**src/rtl/row4_feeder.sv**
```systemverilog
// row4_feeder: loads four FP16 weights, then streams x_len X samples into a 4-wide MAC row and drains.
// Define ROW4_FEEDER_WSKIP_EN to add reload_w, which lets a job reuse weights already loaded.
module row4_feeder #(
  parameter int LEN_W        = 8,
  parameter int DRAIN_CYCLES = 12
) (
  input  logic             clk,
  input  logic             rst_n,
`ifdef ROW4_FEEDER_WSKIP_EN
  input  logic             reload_w,
`endif
  input  logic             start,
  input  logic [LEN_W-1:0] x_len,
  input  logic             w_valid,
  output logic             w_ready,
  input  logic [15:0]      w_data,
  input  logic             x_valid,
  output logic             x_ready,
  input  logic [15:0]      x_data,
  output logic [15:0]      W_o,
  output logic [3:0]       enW,
  output logic [15:0]      X_o,
  output logic             enX,
  output logic             busy,
  output logic             done
);
  localparam int DW = DRAIN_CYCLES > 0 ? $clog2(DRAIN_CYCLES + 1) : 1;
  typedef enum logic [1:0] {IDLE, LOAD_W, STREAM, DRAIN} state_t;
  state_t           state;
  logic [1:0]       w_idx;
  logic [LEN_W-1:0] len_cnt;
  logic [DW-1:0]    drain_cnt;
  logic             skip_w;
`ifdef ROW4_FEEDER_WSKIP_EN
  logic             w_loaded;
  assign skip_w = !reload_w && w_loaded;
`else
  assign skip_w = 1'b0;
`endif
  assign busy    = state != IDLE;
  assign w_ready = state == LOAD_W;
  assign x_ready = state == STREAM;
  always_ff @(posedge clk or negedge rst_n) begin
    if (!rst_n) begin
      state     <= IDLE;
      w_idx     <= '0;
      len_cnt   <= '0;
      drain_cnt <= '0;
      W_o       <= '0;
      enW       <= '0;
      X_o       <= '0;
      enX       <= 1'b0;
      done      <= 1'b0;
`ifdef ROW4_FEEDER_WSKIP_EN
      w_loaded  <= 1'b0;
`endif
    end else begin
      enW  <= '0;
      enX  <= 1'b0;
      done <= 1'b0;
      case (state)
        IDLE: if (start) begin
          len_cnt   <= x_len;
          w_idx     <= '0;
          drain_cnt <= DW'(DRAIN_CYCLES);
          state     <= skip_w ? (x_len != '0 ? STREAM : DRAIN) : LOAD_W;
        end
        LOAD_W: if (w_valid) begin
          W_o   <= w_data;
          enW   <= 4'b0001 << w_idx;
          w_idx <= w_idx + 2'd1;
          if (w_idx == 2'd3) begin
            state     <= len_cnt != '0 ? STREAM : DRAIN;
            drain_cnt <= DW'(DRAIN_CYCLES);
`ifdef ROW4_FEEDER_WSKIP_EN
            w_loaded  <= 1'b1;
`endif
          end
        end
        STREAM: if (x_valid) begin
          X_o     <= x_data;
          enX     <= 1'b1;
          len_cnt <= len_cnt - LEN_W'(1);
          if (len_cnt == LEN_W'(1)) begin
            state     <= DRAIN;
            drain_cnt <= DW'(DRAIN_CYCLES);
          end
        end
        DRAIN: if (drain_cnt == '0) begin
          state <= IDLE;
          done  <= 1'b1;
        end else drain_cnt <= drain_cnt - DW'(1);
      endcase
    end
  end
endmodule

```
**config.mk**
```make
export PLATFORM = sky130hd
export DESIGN_NAME = row4_feeder
export DESIGN_NICKNAME = d
export VERILOG_FILES = /design/src/rtl/row4_feeder.sv
export SDC_FILE = /design/constraint.sdc
export NUM_CORES = 1
export LEC_CHECK = 0
export CORE_MARGIN = 2
export CORE_UTILIZATION = 29
export DETAILED_ROUTE_END_ITERATION = 7
export GPL_ROUTABILITY_DRIVEN = 0
export PLACE_DENSITY = 0.63
export SETUP_SLACK_MARGIN = 0.15
export SYNTH_ARGS = -nofsm -noshare
export SYNTH_HDL_FRONTEND = slang
export SYNTH_SLANG_ARGS = --single-unit
```
**constraint.sdc**
```tcl
create_clock -name clk -period 2.2 [get_ports clk]
set_input_delay 0.55 -clock clk [delete_from_list [all_inputs] [get_ports clk]]
set_output_delay 0.55 -clock clk [all_outputs]
set_load 0.005 [all_outputs]
```
==> results of run 1 <==
-- power by group through the flow --
stage / sequential [mW] / combinational [mW] / clock (mW)
after global placement: 1.74 / 2.38 / 0
after global routing: 1.80 / 2.80 / 0.615
final: 1.72 / 2.55 / 0.537
after floorplan: 1.74 / 1.26 / 0
after detailed placement: 1.75 / 2.43 / 0
after CTS: 1.72 / 2.56 / 0.576
-- sequential cells by signal, summed over array words and instances (netlist names) --
signal	count
state	2
X_o	16
enW	4
drain_cnt	4
W_o	16
done	1
enX	1
w_idx	2
len_cnt	8
-- cell families after synthesis --
| group | Yosys count |
|---|---|
| DFF | 54 |
| and+or+nand+nor | 50 |
| AOI/OAI and AO/OA | 38 |
| muxes | 34 |
| buffers and inverters | 19 |
| adders and majority gates | 13 |
-- synth_stat cells (all sizes together), types with 4 or more instances --
cell    instances  area share
nand3          10       0.022
nand2          12       0.018
ha             13       0.064
a21oi           8       0.016
mux2           33        0.15
and3            4      0.0099
nand2b          4       0.011
clkbuf          6      0.0089
inv            11       0.016
nor2            5      0.0074
a22o            6       0.021
o21ai          13       0.026
dfrtp          54        0.53
-- layer usage --
metal,vias up,GRT usage
li1,939,-
met1,926,0.158
met2,64,0.190
met3,4,0.0302
met4,0,0.0321
met5,-,0
-- stage by stage --
step	instances	utilization	hold WS, ns	area, µm²	setup slack (ns)
3_5_place_dp	403	0.417	0.494	3580	0.122
2_1_floorplan	208	-	0.254	2530	0.239
4_1_cts	416	0.435	0.220	3730	0.128
5_1_grt	418	0.437	0.235	3750	0.266
3_3_place_gp	403	0.417	0.487	3580	0.157
6_report	418	0.437	0.216	3750	0.320
-- path summary, 6_finish.rpt --
| check | startpoint | endpoint | slack, ns | cells past startpoint |
|---|---|---|---|---|
| worst min-delay path | rst_n | X_o[15] | 0.22 | 1 |
| worst min register to register | X_o[15] | X_o[15] | 0.51 | 1 |
| min in group clk | X_o[15] | X_o[15] | 0.51 | 1 |
| worst max-delay path | state[0] | w_ready | 0.32 | 3 |
| worst max register to register | len_cnt[4] | state[0] | 0.33 | 4 |
| max in group asynchronous | rst_n | W_o[15] | 1.42 | 2 |
-- worst reg2reg max path, delay by kind of cell (launching register included) --
| kind | cells | cell delay [ns] |
|---|---|---|
| compound gates | 2 | 0.73 |
| simple gates | 2 | 0.57 |
| flops | 1 | 0.45 |
-- area by class of cell --
class,instances,area share
repair buffers,103,0.272
well taps,108,0.0360
multi-input cells,135,0.299
flip-flops and latches,54,0.360
inverters,11,0.0110
clock buffers,5,0.0183
clock inverters,2,0.00400
-- timing repair --
item | CTS | global route
pin swaps | 2 | 1
setup endpoints to repair | 3 | 2
setup buffers | 6 | 2
resized for setup | 7 | 2
==> impl_metrics.csv, run 1 <==
group,metric,value,unit
run_status,status,"finished clean",
yosys,syn_nets,266,
cts,path_clk_slew,0.09,ns
layout,nets,368,
sta,rsz0062_at_grt,"false",
global_routing,antenna_found_initial,0,
setup_path,critPathArrivalTime,1.33,ns
sta,maxSlewViolCount,0,
setup_path,worstPathCellList,"buf_4 -> ha_1 -> dlygate4sd2_1",
yosys,synth-async-reset-ratio,1.00,
sta,finalCritPeriodShare,0.855,
global_routing,grt_pass1_vias,1960,
yosys,synth_top_family_by_area,"multiplexers",
cts,cts.htree.levels,2,
layout,multi_input_area,0.00112,mm²
yosys,synth_edf_count,0,
routing,first_iter_violations,77,
yosys,yosys_register_bits,54,
routing,route.met3.wl,319,µm
setup_path,worstSetupEndpointType,"output pin",
run,cap_violations,0,
cts,cts_root_buf,"clkbuf_8",
cts,clk_latency,0.30,ns
power,power.share.sequential,0.358,
yosys,synth_mux_area_frac,0.151,
routing,vias,1933,
layout,area_delta_synth_final,48.6,%
placement,hpwl,3.96,mm
routing,finalWirelength,5.48,mm
routing,viasPerCell,4.62,
sta,clock.fmax,532,MHz
global_routing,overflow,0,
layout,seq_area,0.00135,mm²
floorplanning,coreArea,0.00859,mm²
yosys,synthAdderAreaFrac,0.0644,
cts,cts_tree,"built",
yosys,yosysWarnings,0,
power,power,4.81,mW
yosys,synthSimpleGateAreaFrac,0.111,
floorplanning,die-area,0.00948,mm²
routing,avgRoutedWirePerCell,13.1,µm
routing,wl_met1,2.63,mm
layout,mostFrequentLayoutCell,"clkdlybuf4s50_1",
power,swShare,0.331,
power,p_per_area,1280,mW/mm²
yosys,syn_inst,208,
sta,fin_crit,1.88,ns
yosys,ys_seq_area_frac,0.535,
power,ir_drop,0.000532,V
floorplanning,die_h,97.4,µm
cts,cts_hold_buffers,0,
placement,port_buffers,85,
routing,drtAntennaViolNets,0,
global_routing,grt_max_degree,34,
power,power.internal,3.22,mW
setup_path,startpoint_type,"flip-flop",
layout,diodes,0,
global_routing,grt_usage,0.118,
setup_path,slowest_delay,0.41,ns
setup_path,crit_type,"reg2out",
yosys,synth_compound_area_frac,0.107,
cts,cts_sinks,54,
floorplanning,die_w,97.4,µm
power,clkPwrFrac,0.112,
yosys,netlist_area,0.00253,mm²
yosys,synth_ff_type,"dfrtp_1",
routing,maxUsedRoutingLayer,"met4",
layout,fill_cells,831,
routing,dr_wl_met2,2.49,mm
worst_hold_path,hp-class,"in2async",
cts,ctsLongestPathBuffers,2,
floorplanning,num_rows,34,
routing,dr.pass1.iters,4,
cts,cts_buffers,5,
setup_path,cp_max_fo,3,
setup_path,critPathBufInv,2,
setup_path,crit_family,"buffers and inverters",
sta,slew_headroom,0.635,
layout,drive_above_1_share,0.226,
floorplanning,initial_utilization,0.294,
sta,finalClockSkew,0.00344,ns
routing,drc_errors,0,
power,power_frac_comb,0.531,
yosys,avgSynthCellArea,12.2,µm²
setup_path,critPathRequiredTime,1.65,ns
yosys,synth.distinct_cells,40,
sta,setup_violations,0,
power,power_leakage,1.60,nW
power,p_switching,1.59,mW
floorplanning,io_pins,86,
sta,final-hold-violation-count,0,
layout,final_cell_mix,"clkdlybuf4s50_1 (81), dfrtp_1 (54), mux2_2 (32)",
setup_path,critPathSlowestCell,"dfrtp_1",
global_routing,grt_pass1_wl,9.21,mm
yosys,synth_xor_area_frac,0,
sta,tns,0,ns
sta,tightest_slew,0.547,ns
(Power assumes the default switching activity.)
==> inputs of run 2 (changes only) <==
--- a/config.mk
+++ b/config.mk
@@ -9,6 +9,7 @@
 export CORE_UTILIZATION = 29
 export DETAILED_ROUTE_END_ITERATION = 7
 export GPL_ROUTABILITY_DRIVEN = 0
+export GPL_TIMING_DRIVEN = 0
 export PLACE_DENSITY = 0.63
 export SETUP_SLACK_MARGIN = 0.15
 export SYNTH_ARGS = -nofsm -noshare
==> impl_metrics.csv, run 2 (synthesis gave the netlist of run 1 again) <==
group,metric,value,unit
setup_path,crit_type,"reg2out",
floorplanning,num_rows,34,
routing,finalWirelength,5.47,mm
power,p_per_area,1310,mW/mm²
sta,fin_crit,1.93,ns
sta,setup_violations,0,
layout,stdcell_area,0.00371,mm²
floorplanning,initial_utilization,0.294,
floorplanning,die_w,97.4,µm
cts,cts.htree.levels,2,
run,cap_violations,0,
sta,maxSlewViolCount,0,
setup_path,worstSetupEndpointType,"output pin",
sta,tns,0,ns
routing,dr.pass1.iters,4,
power,ir_drop,0.000472,V
floorplanning,die_h,97.4,µm
global_routing,antenna_found_initial,0,
placement,hpwl,3.99,mm
cts,cts_root_buf,"clkbuf_8",
layout,area_delta_synth_final,46.7,%
cts,clk_latency,0.31,ns
sta,final-hold-violation-count,0,
layout,mostFrequentLayoutCell,"clkdlybuf4s50_1",
setup_path,critPathArrivalTime,1.38,ns
routing,avgRoutedWirePerCell,13.2,µm
layout,instances_no_fill,415,
layout,nets,364,
sta,tightest_slew,0.449,ns
layout,post-route-util,0.432,
global_routing,grt_pass1_vias,1918,
routing,vias,1919,
routing,drc_errors,0,
setup_path,critPathRequiredTime,1.65,ns
floorplanning,io_pins,86,
routing,first_iter_violations,70,
global_routing,grt_pass1_wl,9.20,mm
sta,clock.fmax,519,MHz
global_routing,grt_max_degree,40,
placement,dp_cells,401,
floorplanning,coreArea,0.00859,mm²
power,power,4.86,mW
layout,largestRegisters,"W_o x16, X_o x16, len_cnt x8",
placement,port_buffers,84,
power,power_leakage,1.57,nW
setup_path,cp_max_fo,5,
setup_path,startpoint_type,"flip-flop",
sta,rsz0062_at_grt,"false",
worst_hold_path,hp-class,"in2async",
sta,finalClockSkew,0.00948,ns
routing,viasPerCell,4.62,
layout,diodes,0,
placement,placed_cell_area,0.00352,mm²
cts,path_clk_slew,0.10,ns
sta,finalCritPeriodShare,0.876,
layout,drive_above_1_share,0.215,
cts,cts_buffers,5,
global_routing,overflow,0,
floorplanning,die-area,0.00948,mm²
cts,cts_sinks,54,
run_status,status,"finished clean",
sta,fin_ws,0.273,ns
routing,drtAntennaViolNets,0,
layout,final_cell_mix,"clkdlybuf4s50_1 (80), dfrtp_1 (54), mux2_2 (32)",
sta,worst_hold_slack,0.164,ns
sta,slew_headroom,0.701,
placement,dp_slack,-0.253,ns
cts,ctsLongestPathBuffers,2,
global_routing,grt_usage,0.118,
cts,cts_tree,"built",
==> run 2: repair_timing <==
item                       CTS  global route
pin swaps                    0             0
buffers inserted             6             0
hold buffers                 0             0
gates resized for setup     11             4
setup endpoints to repair   25             7
==> run 2: worst paths after layout <==
kind / startpoint / endpoint / slack, ns / cells past startpoint
setup / recovery: state[1] / busy / 0.27 / 5
hold / removal: rst_n / len_cnt[2] / 0.16 / 1
setup reg to reg: state[0] / W_o[2] / 0.29 / 6
hold reg to reg: drain_cnt[3] / done / 0.51 / 1
max in group asynchronous: rst_n / W_o[7] / 1.49 / 2
min in group clk: drain_cnt[3] / done / 0.51 / 1
==> run 2: worst max-delay path, stage by stage, from the launching register on <==
cell,delay [ns]
dfrtp_1,0.43
inv_2,0.08
buf_4,0.12
ha_4,0.15
inv_1,0.04
dlygate4sd2_1,0.25
==> run 2: power by group <==
| part | internal, mW | total [mW] | switching (mW) |
|---|---|---|---|
| Sequential | 1.45 | 1.73 | 0.283 |
| Clock | 0.339 | 0.673 | 0.334 |
| Combinational | 1.47 | 2.45 | 0.983 |
| Total | 3.26 | 4.86 | 1.60 |
==> run 2: layer usage <==
metal,track usage,up-vias,part of all wire
met2,0.187,63,0.46
met4,0.0353,0,0.012
met5,0,-,0
li1,-,928,-
met1,0.159,923,0.48
met3,0.0317,5,0.053
==> run 2: area by class of cell <==
cell class | instances | area [µm²]
repair buffers | 91 | 901
multi-input cells | 135 | 1120
clock buffers | 5 | 68.8
well taps | 108 | 135
clock inverters | 3 | 45.0
inverters | 11 | 41.3
plain buffers | 8 | 42.5
flip-flops and latches | 54 | 1350
fillers | 806 | 4880
